<file path="config.mk">
export PLATFORM = sky130hd
export DESIGN_NAME = updown_sweep_ctrl
export DESIGN_NICKNAME = d
export VERILOG_FILES = /design/src/rtl/updown_sweep_ctrl.sv
export SDC_FILE = /design/constraint.sdc
export NUM_CORES = 1
export LEC_CHECK = 0
export ABC_AREA = 1
export ABC_CLOCK_PERIOD_IN_PS = 2029
export CORE_MARGIN = 8
export CORE_UTILIZATION = 40
export CTS_CLUSTER_SIZE = 28
export DETAILED_ROUTE_END_ITERATION = 16
export SLEW_MARGIN = 20
export SYNTH_ARGS = -nofsm -noshare
export SYNTH_HDL_FRONTEND = slang
export SYNTH_SLANG_ARGS = --single-unit
</file>
<file path="constraint.sdc">
create_clock -name clk -period 2.03 [get_ports clk]
set_clock_uncertainty 0.2 [all_clocks]
set_input_delay 0.203 -clock clk [delete_from_list [all_inputs] [get_ports clk]]
set_output_delay 0.203 -clock clk [all_outputs]
set_load 0.03 [all_outputs]
</file>
<file path="src/rtl/updown_sweep_ctrl.sv">
//------------------------------------------------------------------------------
// updown_sweep_ctrl : drives an external up/down counter through triangle sweeps
// Revision 1.0
//------------------------------------------------------------------------------
`default_nettype none

module updown_sweep_ctrl #(
  parameter int WIDTH = 4,
  parameter int REP_W = 8
) (
  input  logic             clk,
  input  logic             rst,
  input  logic             start,
  input  logic             stop,
  input  logic [WIDTH-1:0] lo,
  input  logic [WIDTH-1:0] hi,
  input  logic [REP_W-1:0] reps,
  input  logic [WIDTH-1:0] count_in,
  output logic             cnt_en,
  output logic             cnt_dir,
  output logic             busy,
  output logic             done,
  output logic             err,
  output logic [REP_W-1:0] rep_idx
);

  typedef enum logic [1:0] {
    S_IDLE = 2'd0,
    S_SEEK = 2'd1,
    S_RISE = 2'd2,
    S_FALL = 2'd3
  } state_t;

  state_t           state_q, state_d;
  logic [WIDTH-1:0] lo_q, lo_d;
  logic [WIDTH-1:0] hi_q, hi_d;
  logic [REP_W-1:0] reps_q, reps_d;
  logic [REP_W-1:0] rep_idx_q, rep_idx_d;
  logic             done_q, done_d;
  logic             err_q, err_d;

  logic [REP_W-1:0] rep_inc;
  logic             out_of_range;

  assign rep_inc      = rep_idx_q + {{(REP_W-1){1'b0}}, 1'b1};
  assign out_of_range = (count_in < lo_q) || (count_in > hi_q);

  always_ff @(posedge clk or posedge rst) begin
    if (rst) begin
      state_q   <= S_IDLE;
      lo_q      <= '0;
      hi_q      <= '0;
      reps_q    <= '0;
      rep_idx_q <= '0;
      done_q    <= 1'b0;
      err_q     <= 1'b0;
    end else begin
      state_q   <= state_d;
      lo_q      <= lo_d;
      hi_q      <= hi_d;
      reps_q    <= reps_d;
      rep_idx_q <= rep_idx_d;
      done_q    <= done_d;
      err_q     <= err_d;
    end
  end

  always_comb begin
    state_d   = state_q;
    lo_d      = lo_q;
    hi_d      = hi_q;
    reps_d    = reps_q;
    rep_idx_d = rep_idx_q;
    done_d    = 1'b0;
    err_d     = err_q;
    cnt_en    = 1'b0;
    cnt_dir   = 1'b0;

    unique case (state_q)
      S_IDLE: begin
        if (start) begin
          if (lo <= hi) begin
            lo_d      = lo;
            hi_d      = hi;
            reps_d    = reps;
            rep_idx_d = '0;
            err_d     = 1'b0;
            state_d   = S_SEEK;
          end else begin
            err_d = 1'b1;
          end
        end
      end

      S_SEEK: begin
        if (stop) begin
          state_d = S_IDLE;
        end else if (count_in < lo_q) begin
          cnt_en  = 1'b1;
          cnt_dir = 1'b1;
        end else if (count_in > lo_q) begin
          cnt_en = 1'b1;
        end else begin
          state_d = S_RISE;
        end
      end

      S_RISE: begin
        if (stop) begin
          state_d = S_IDLE;
        end else if (out_of_range) begin
          err_d   = 1'b1;
          state_d = S_IDLE;
        end else if (count_in < hi_q) begin
          cnt_en  = 1'b1;
          cnt_dir = 1'b1;
        end else begin
          state_d = S_FALL;
        end
      end

      S_FALL: begin
        if (stop) begin
          state_d = S_IDLE;
        end else if (out_of_range) begin
          err_d   = 1'b1;
          state_d = S_IDLE;
        end else if (count_in > lo_q) begin
          cnt_en = 1'b1;
        end else begin
          // Low turning point closes one triangle; reps of zero never finishes.
          rep_idx_d = rep_inc;
          if ((reps_q != '0) && (rep_inc == reps_q)) begin
            done_d  = 1'b1;
            state_d = S_IDLE;
          end else begin
            state_d = S_RISE;
          end
        end
      end

      default: state_d = S_IDLE;
    endcase
  end

  assign busy    = (state_q != S_IDLE);
  assign done    = done_q;
  assign err     = err_q;
  assign rep_idx = rep_idx_q;

endmodule

`default_nettype wire

</file>
* Word level (Yosys, flattened, before mapping)
Cells that the tools add are included.
** Storage, ports and cells
- Bits in registers :: 28
- Latch bits :: 0
- Memory bits (writable) :: 0
- Memory bits (read-only) :: 0
- Bits of input ports :: 24
- Output and inout port bits :: 13
- Word-level logic and storage cells :: 81
- Memories :: 0
** Operators by class
- $add $sub $neg :: 1
- $mul :: 0
- Divide/modulo/power cells :: 0
- $lt $le $gt $ge :: 5
- Equality and inequality tests :: 15
- Shifts and indexed selects :: 0
- Mux-type cells :: 41
- Bitwise gates (word level) :: 0
- Reduce and logical (&&, ||, !) cells :: 12
** Operators by type and width (number)
- 8-bit 2-to-1 mux :: 5
- 2-bit 2-to-1 mux :: 12
- 1-bit 2-to-1 mux :: 19
- 8-bit case mux with 2 select lines :: 1
- 2-bit inequality test (second input constant) :: 6
- 6-bit AND reduction :: 2
- 8-bit by 1-bit adder with 8-bit output (second input constant) :: 1
- 8-bit equality test :: 1
- 4-bit > comparator :: 2
- 4-bit less-than comparator :: 2
- 4-bit inequality test (second input constant) :: 2
- 2-bit case mux with 4 select lines :: 1
- 8-bit nonzero test :: 1
- 3-bit inequality test (second input constant) :: 2
- 2-bit nonzero test :: 3
- 2-bit equality test (second input constant) :: 2
- 4-bit less-or-equal comparator :: 1
- 1-bit case mux with 2 select lines :: 2
- 4-bit AND reduction :: 1
- 1-bit case mux with 3 select lines :: 1
- 3-bit AND reduction :: 1
- 2-bit by 1-bit equality test with 1-bit output (second input constant) :: 1
- 2-bit logical NOT :: 1
- 2-bit by 1-bit inequality test with 1-bit output (second input constant) :: 1
- other kinds (3) :: 3

* Longest topological paths before layout
Gate-level depths: netlist (run 1).
- Depth in word-level cells :: 8
- Depth in mapped cells :: 14
- Mapped depth without buffers :: 14

* Worst setup path after synthesis (run 1)
Ideal clock, no wire load.
- Path type :: reg2out
- From :: register hi_q[3]
- To :: output cnt_dir
- Arrival time :: 1.756 ns
- Required time :: 1.627 ns
- Slack :: -0.129 ns
- Stages on the path, launching flop included :: 8
- Path buffers :: 0
- Cell sequence :: dfrtp_1 inv_1 ha_1 a21oi_1 o21ai_1 a21oi_1 nand3_1 a21boi_0
** On the way
- Longest elaborated chain between the ends :: 5
- Elaborated cells between the ends (all ways) :: 7
- Classes of those cells :: 2 x order compare; 4 x mux; 1 x reduce/logical
** Ends and longest elaborated chain
- start: declaration :: line 36 : logic [WIDTH-1:0] hi_q, hi_d;
- start signal: assignment :: line 60 : hi_q <= hi_d;
- 4-bit less-than comparator / 4-bit > comparator (equally long branches) :: line 114, 46
- 1-bit 2-to-1 mux / 1-bit logical OR (equally long branches) :: line 114, 46
- 1-bit 2-to-1 mux (*) :: line 111 : end else if (out_of_range) begin
- 1-bit 2-to-1 mux (*) :: line 109 : if (stop) begin
- 1-bit case mux with 2 select lines (*) :: line 79 : unique case (state_q)
- end: declaration :: line 20 : output logic cnt_dir,
Mark *: on every way between the ends. The rest lies on a longest branch, timed or not.

* Worst setup path in the final report (run 1)
- From :: register hi_q[2]
- To :: output cnt_en
** On the way
- Longest elaborated chain between the ends :: 5
- Elaborated cells between the ends (all ways) :: 9
- Classes of those cells :: 2 x order compare; 6 x mux; 1 x reduce/logical
** Ends and longest elaborated chain
- 4-bit less-than comparator / 4-bit > comparator (equally long branches) :: line 114, 46
- 1-bit 2-to-1 mux / 1-bit logical OR (equally long branches) :: line 114, 46
- 1-bit 2-to-1 mux, on equally long branches :: line 111, 125
- 1-bit 2-to-1 mux, on equally long branches :: line 109, 123
- 1-bit case mux with 3 select lines (*) :: line 79
- end: declaration :: line 19 : output logic cnt_en,
Marked as above.

==> summary.md, run 1 <==
| Metric | Value |
|---|---|
| Status | `finished with violations` |
| Failing checks | `negative hold slack, negative setup slack` |
| Grt ovf | `0` |
| Synth area leaders | `dfrtp_1 36%, nand2_1 18%, ha_1 11%` |
| Die Area | `7333 um^2` |
| # hold bufs at CTS | `0` |
| Antenna cells | `0` |
| Syn Inst Count | `between 200 and 300` |
| Clock Path Buffers | `2` |
| GRT Total Usage | `approximately 15%` |
| Crit start category | `flip-flop` |
| DR iter-0 viols | `62` |
| Crit. End Element | `output pin` |
| Power Density | `1102 nW/um^2` |
| Post-DR wirelength/cell | `13.18 um` |
| First drt pass iteration count | `4` |
| RR Startpoint | `lo_q[1]` |
| Fmax | `0.4489 GHz` |
| Io pins | `37` |
| Worst-case register-to-register setup slack | `-0.14 ns` |
| Synth-to-Final Area Change | `47.35%` |
| Pins Over Slew Limit | `0` |
| Root Driver | `clkbuf_8` |
| Clk sinks | `28` |
| Hold EP | `hi_q[3]` |
| Most common cell after layout, fill and taps aside | `nand2_1` |
| Placer Congestion | `0.8421` |
| Share of cells above drive strength 1 | `24.28%` |
| IO buf count | `36` |
| Starting Density | `about two fifths` |
| Core area | `4692 um^2` |
| Worst Hold Depth | `3` |
| Routed WL | `between 5000 and 6000 um` |
| # setup viols final | `11` |
| Slew @ Worst Pin | `approximately 0.37 ns` |
| Worst Reg-to-Reg Cells | `15` |
| Post-Place Cells | `about 390` |
| Largest net degree at the start of global routing | `29` |
| Seq cells post-synth | `28` |
| Worst hold slack | `-0.002893 ns` |
| Yosys Warn Count | `0` |
| Row cnt | `25` |
| Worst Hold Launch | `hi[3]` |
| Tmin final | `2.228 ns` |
| Vias per cell | `4.935` |
| Register area share after synthesis | `36.13%` |
| Mapped Nets | `320` |
| Post-route setup slack | `-0.1978 ns` |
| Drt drc | `0` |
| Unrepaired setup endpoints after global routing | `true` |
| WS Path Type | `flip-flop to output pin` |
| Htree depth | `1` |
| Worst hold path class | `primary input to flip-flop` |
| Worst-Skew Late Latency | `0.28 ns` |
| First-pass GRT wire length | `8756 um` |
| Mapped cell area | `1939 um^2` |
| Maximum VDD drop | `about 0.00081 V` |
| Antenna viol nets, final | `0` |
| Initial antenna violation count | `0` |
| Number of global-route vias before repair | `1,997` |
| Setup TNS | `-1.314 ns` |
| Num CTS Buffers | `3` |
| Mean Syn Cell Area | `6.951 um^2` |
| Most area-hungry cell type in the Yosys netlist | `dfrtp_1` |
| Slew HR | `75.52%` |
| Dpl hpwl | `3795 um` |
| Die W | `between 80 and 90 um` |
| Endpoints failing hold | `1` |
| Clk slew on worst S/H paths | `0.10 ns` |
| Non-Filler Instances | `400` |
| Worst EP required | `1.63 ns` |
| Arrival time at the worst endpoint | `between 1.5 and 2 ns` |
| Vias | `1,974` |
| Critical path fanouts, max | `3` |
| Die height | `roughly 86 um` |
| Max cap viols | `0` |
| Most frequent cells in the layout | `85 x nand2_1, 35 x inv_1, 29 x clkdlybuf4s50_1` |
| Yosys top cell area share | `a little over a third` |
| Unique masters post-synth | `24` |
| Critical R2R Capture | `rep_idx[1]` |
| Final period util | `109.7%` |
| Leak | `1.392 nW` |
| NumNets Final | `388` |
| CTS tree | `built` |
report_power, final:
group          switching (mW)  internal (mW)  total (mW)
clock                   0.185          0.264       0.449
combinational           0.992          0.837        1.83
sequential              0.127          0.745       0.872
total                    1.30           1.85        3.15
synth_stat cells:
cell type   n
nand2_1    92
a22oi_1     1
nor2_2      3
and2_4      1
clkbuf_2    1
nand3_1    22
nand2_4     1
a21oi_1     9
inv_1      43
a21boi_0    1
dfrtp_1    28
nor2_1     24
ha_1       17
nor3_1      1
o21ai_4     1
buf_2       1
buf_4       1
clkbuf_1    1
o21ai_0    18
nand2_2     3
nand3_2     1
nand4_1     3
nand3b_1    4
o21ai_1     2
how the worst max path moves through the flow:
stage	depth (start not counted)	from	slack [ns]	endpoint
global route	10	hi_q[3]	-0.27	cnt_en
CTS	12	lo_q[1]	-0.20	cnt_en
floorplan	14	rep_idx[0]	0.07	state_q[1]
detailed placement	11	hi[3]	-0.50	reps_q[7]
global placement	10	hi[3]	-0.44	reps_q[0]
finish	10	hi_q[2]	-0.20	cnt_en
routing by layer:
metal	track usage, %	wire, um	up-vias
met3	3.534	236	2
met1	17.57	2370	917
met4	1.911	27	0
li1	-	-	1021
met2	25.81	2637	34
met5	0	0	-
flip-flops by register name, summed over array words and instances (netlist names):
register	count
hi_q	4
reps_q	8
lo_q	4
err	1
state_q	2
rep_idx	8
done	1
cells by family after synthesis:
| logic type | share of synthesized area (%) |
|---|---|
| and+or+nand+nor | 34.39 |
| adders and majority gates | 10.97 |
| AOI/OAI and AO/OA | 9.097 |
| DFF | 36.13 |
| buffers and inverters | 9.419 |
worst max-delay path, cell delays in order (launching register included):
cell	delay, ns
dfrtp_1	0.34
inv_1	0.05
ha_1	0.29
nand2_1	0.05
o21ai_1	0.20
nand2_1	0.15
nand4_1	0.12
nand3_2	0.10
inv_2	0.07
nor2_2	0.04
buf_6	0.13
layout make-up:
type	instances	area (um^2)
inverters	43	161.4
repair buffers	67	619.3
flip-flops and latches	28	700.7
multi-input cells	204	1237
clock buffers	3	41.29
fillers	419	1834
clock inverters	1	30.03
well taps	54	67.56
metrics by stage:
stage / util (%) / cell area (um^2) / power [mW] / hold slack (ns) / setup WS, ns
2_1_floorplan: - / 1942 / 1.758 / 0.06841 / 0.06943
3_3_place_gp: 53.52 / 2511 / 2.280 / 0.2600 / -0.4445
3_5_place_dp: 53.52 / 2511 / 2.299 / 0.2701 / -0.5027
4_1_cts: 58.05 / 2724 / 2.944 / 0.09455 / -0.1989
5_1_grt: 60.91 / 2858 / 3.408 / 0.0002567 / -0.2729
6_report: 60.91 / 2858 / 3.150 / -0.002893 / -0.1978
repair_timing:
action	in CTS	in global routing
buffers inserted	5	2
gates cloned	2	1
setup endpoints to repair	26	30
resized for setup	25	32
pin swaps	11	7
Note: power is estimated with default switching activity, not from simulation.
==> inputs of run 2 (changes only) <==
CORE_UTILIZATION = 25   (was 40)
CTS_BUF_LIST = sky130_fd_sc_hd__clkbuf_4   (was not set)
==> summary.md, run 2 (synthesized netlist as in run 1, its figures left out) <==
| Metric | Value |
|---|---|
| Status | `finished with violations` |
| Failing checks | `negative setup slack` |
| M1 wire length | `2396 um (+1.1%)` |
| Unrepaired setup endpoints after global routing | `true` |
| Slew @ Worst Pin | `0.3893 ns (+0.02213 ns)` |
| Total power | `2.895 mW (-8.1%)` |
| Crit. End Element | `output pin` |
| Post-DR wirelength/cell | `11.97 um (-9.1%)` |
| Leak | `1.377 nW (-1.1%)` |
| Max Used Layer | `met4` |
| # setup viols final | `2 (-9)` |
| Worst-Skew Late Latency | `0.34 ns (+0.06 ns)` |
| WS Path Type | `primary input to output pin` |
| Routed WL | `5268 um (about the same)` |
| Non-Filler Instances | `440 (+10%)` |
| Antenna cells | `0 (unchanged)` |
| Worst hold path class | `primary input to async pin` |
| Root Driver | `clkbuf_4` |
| Initial antenna violation count | `0 (unchanged)` |
| Clk sinks | `28 (unchanged)` |
| Tmin final | `2.331 ns (+0.1030 ns)` |
| Io pins | `37 (unchanged)` |
| Cell Area, Placed | `2564 um^2 (+2.1%)` |
| Worst hold slack | `0.02341 ns (+0.02631 ns)` |
| RR Startpoint | `lo_q[1]` |
| Die height | `104.1 um (+22%)` |
| Die W | `104.1 um (+22%)` |
| Crit start category | `primary input` |
| Post-route setup slack | `-0.3008 ns (-0.1030 ns)` |
| Endpoints failing hold | `0 (-1)` |
| Worst EP required | `1.63 ns (about the same)` |
| Core area | `7607 um^2 (+62%)` |
| Starting Density | `25.49% (-16 points)` |
| Vias per cell | `4.323 (-12%)` |
| Synth-to-Final Area Change | `43.94%` |
| Pins Over Slew Limit | `0 (unchanged)` |
| Die Area | `10,830 um^2 (+48%)` |
| # fillers | `798 (+90%)` |
| Number of global-route vias before repair | `1,869 (-6.4%)` |
| IO buf count | `36 (unchanged)` |
| Met3 routed WL | `238 um (+0.85%)` |
| Placer Congestion | `0.8653 (+2.8%)` |
| Design Area, Final | `2791 um^2 (-2.3%)` |
| Largest net degree at the start of global routing | `29 (unchanged)` |
| First drt pass iteration count | `4 (unchanged)` |
| Critical path fanouts, max | `4 (+1)` |
| Drt drc | `0 (unchanged)` |
| Post-Place Cells | `433 (+12%)` |
| Row cnt | `32 (+28%)` |
| Worst setup path startpoint | `count_in[1]` |
| Fmax | `0.4290 GHz (-4.4%)` |
| Worst Reg-to-Reg Cells | `13 (-2)` |
| Dpl hpwl | `4007 um (+5.6%)` |
| Power Density | `1037 nW/um^2 (-5.9%)` |
| NumNets Final | `381 (-1.8%)` |
| Htree depth | `1 (unchanged)` |
| Arrival time at the worst endpoint | `1.93 ns (+0.11 ns)` |
| Critical R2R Capture | `rep_idx[5]` |
| Met2 routed WL | `2556 um (-3.1%)` |
| GRT Total Usage | `9.471% (-5.1 points)` |
| Antenna viol nets, final | `0 (unchanged)` |
| Num CTS Buffers | `3 (unchanged)` |
| Worst-case register-to-register setup slack | `0.04 ns (+0.18 ns)` |
| CTS tree | `built` |
| Maximum VDD drop | `0.0005937 V (-26%)` |
| Share of cells above drive strength 1 | `21.89% (-2.4 points)` |
| Most frequent cells in the layout | `88 x nand2_1, 33 x inv_1, 29 x clkdlybuf4s50_1` |
| Grt ovf | `0 (unchanged)` |
| Setup crit end | `cnt_en` |
| Max cap viols | `0 (unchanged)` |
| Slew HR | `74.05% (-1.5 points)` |
| Clk slew on worst S/H paths | `0.16 ns (+0.06 ns)` |
| DR iter-0 viols | `66 (+6.5%)` |
| Clock Path Buffers | `2 (unchanged)` |
| Final period util | `114.8% (+5.1 points)` |
| First-pass GRT wire length | `8652 um (-1.2%)` |
| Most common cell after layout, fill and taps aside | `nand2_1` |
| Vias | `1,902 (-3.6%)` |
run 2: per-stage QoR:
| stage | setup slack [ns] | setup TNS [ns] | utilization (%) |
|---|---|---|---|
| 2_1_floorplan | 0.06943 | 0 | - |
| 3_3_place_gp | -0.4078 | -9.805 | 33.70 |
| 3_5_place_dp | -0.3818 | -9.873 | 33.70 |
| 4_1_cts | -0.3387 | -0.6001 | 34.65 |
| 5_1_grt | -0.4291 | -2.122 | 36.69 |
| 6_report | -0.3008 | -0.4848 | 36.69 |
run 2: cell type report:
| type | instances | area [um^2] | share of cell area [%] |
|---|---|---|---|
| well taps | 102 | 127.6 | 4.572 |
| inverters | 43 | 161.4 | 5.782 |
| multi-input cells | 204 | 1212 | 43.43 |
| repair buffers | 60 | 566.8 | 20.30 |
| clock buffers | 3 | 22.52 | 0.8068 |
| flip-flops and latches | 28 | 700.7 | 25.10 |
run 2: how the worst min path moves through the flow:
stage                       start      end  slack [ns]  cells past startpoint
after floorplan               rst     done        0.07                      1
after global placement    hi_q[0]  hi_q[0]        0.28                      2
after detailed placement  hi_q[0]  hi_q[0]        0.29                      2
after CTS                     rst  lo_q[2]        0.02                      3
after global routing          rst  hi_q[2]        0.03                      3
final                         rst  hi_q[2]        0.02                      3
run 2: what timing repair did:
item	in CTS	in global routing
buffers inserted	0	4
hold buffers	0	0
hold endpoints to repair	0	0
endpoints found under the setup margin	13	28
gates resized for setup	12	32
pin swaps	9	15
run 2: layer usage:
metal	GRT usage, %	vias up
met5	0	-
met4	2.275	0
met3	3.036	6
met2	16.04	34
met1	11.31	860
li1	-	1002
run 2: critical path, cell delays in order:
cell,delay (ns)
clkdlybuf4s50_1,0.59
ha_4,0.25
inv_2,0.05
nor2_2,0.03
o21ai_2,0.18
nand2_2,0.11
nand2_2,0.09
nand3_2,0.07
nand3_2,0.10
inv_2,0.06
nor2_4,0.07
buf_6,0.13
run 2: where the power goes:
| group | total (mW) | internal (mW) | switching, mW |
|---|---|---|---|
| combinational | 1.78 | 0.803 | 0.974 |
| sequential | 0.873 | 0.744 | 0.130 |
| clock | 0.244 | 0.0699 | 0.174 |
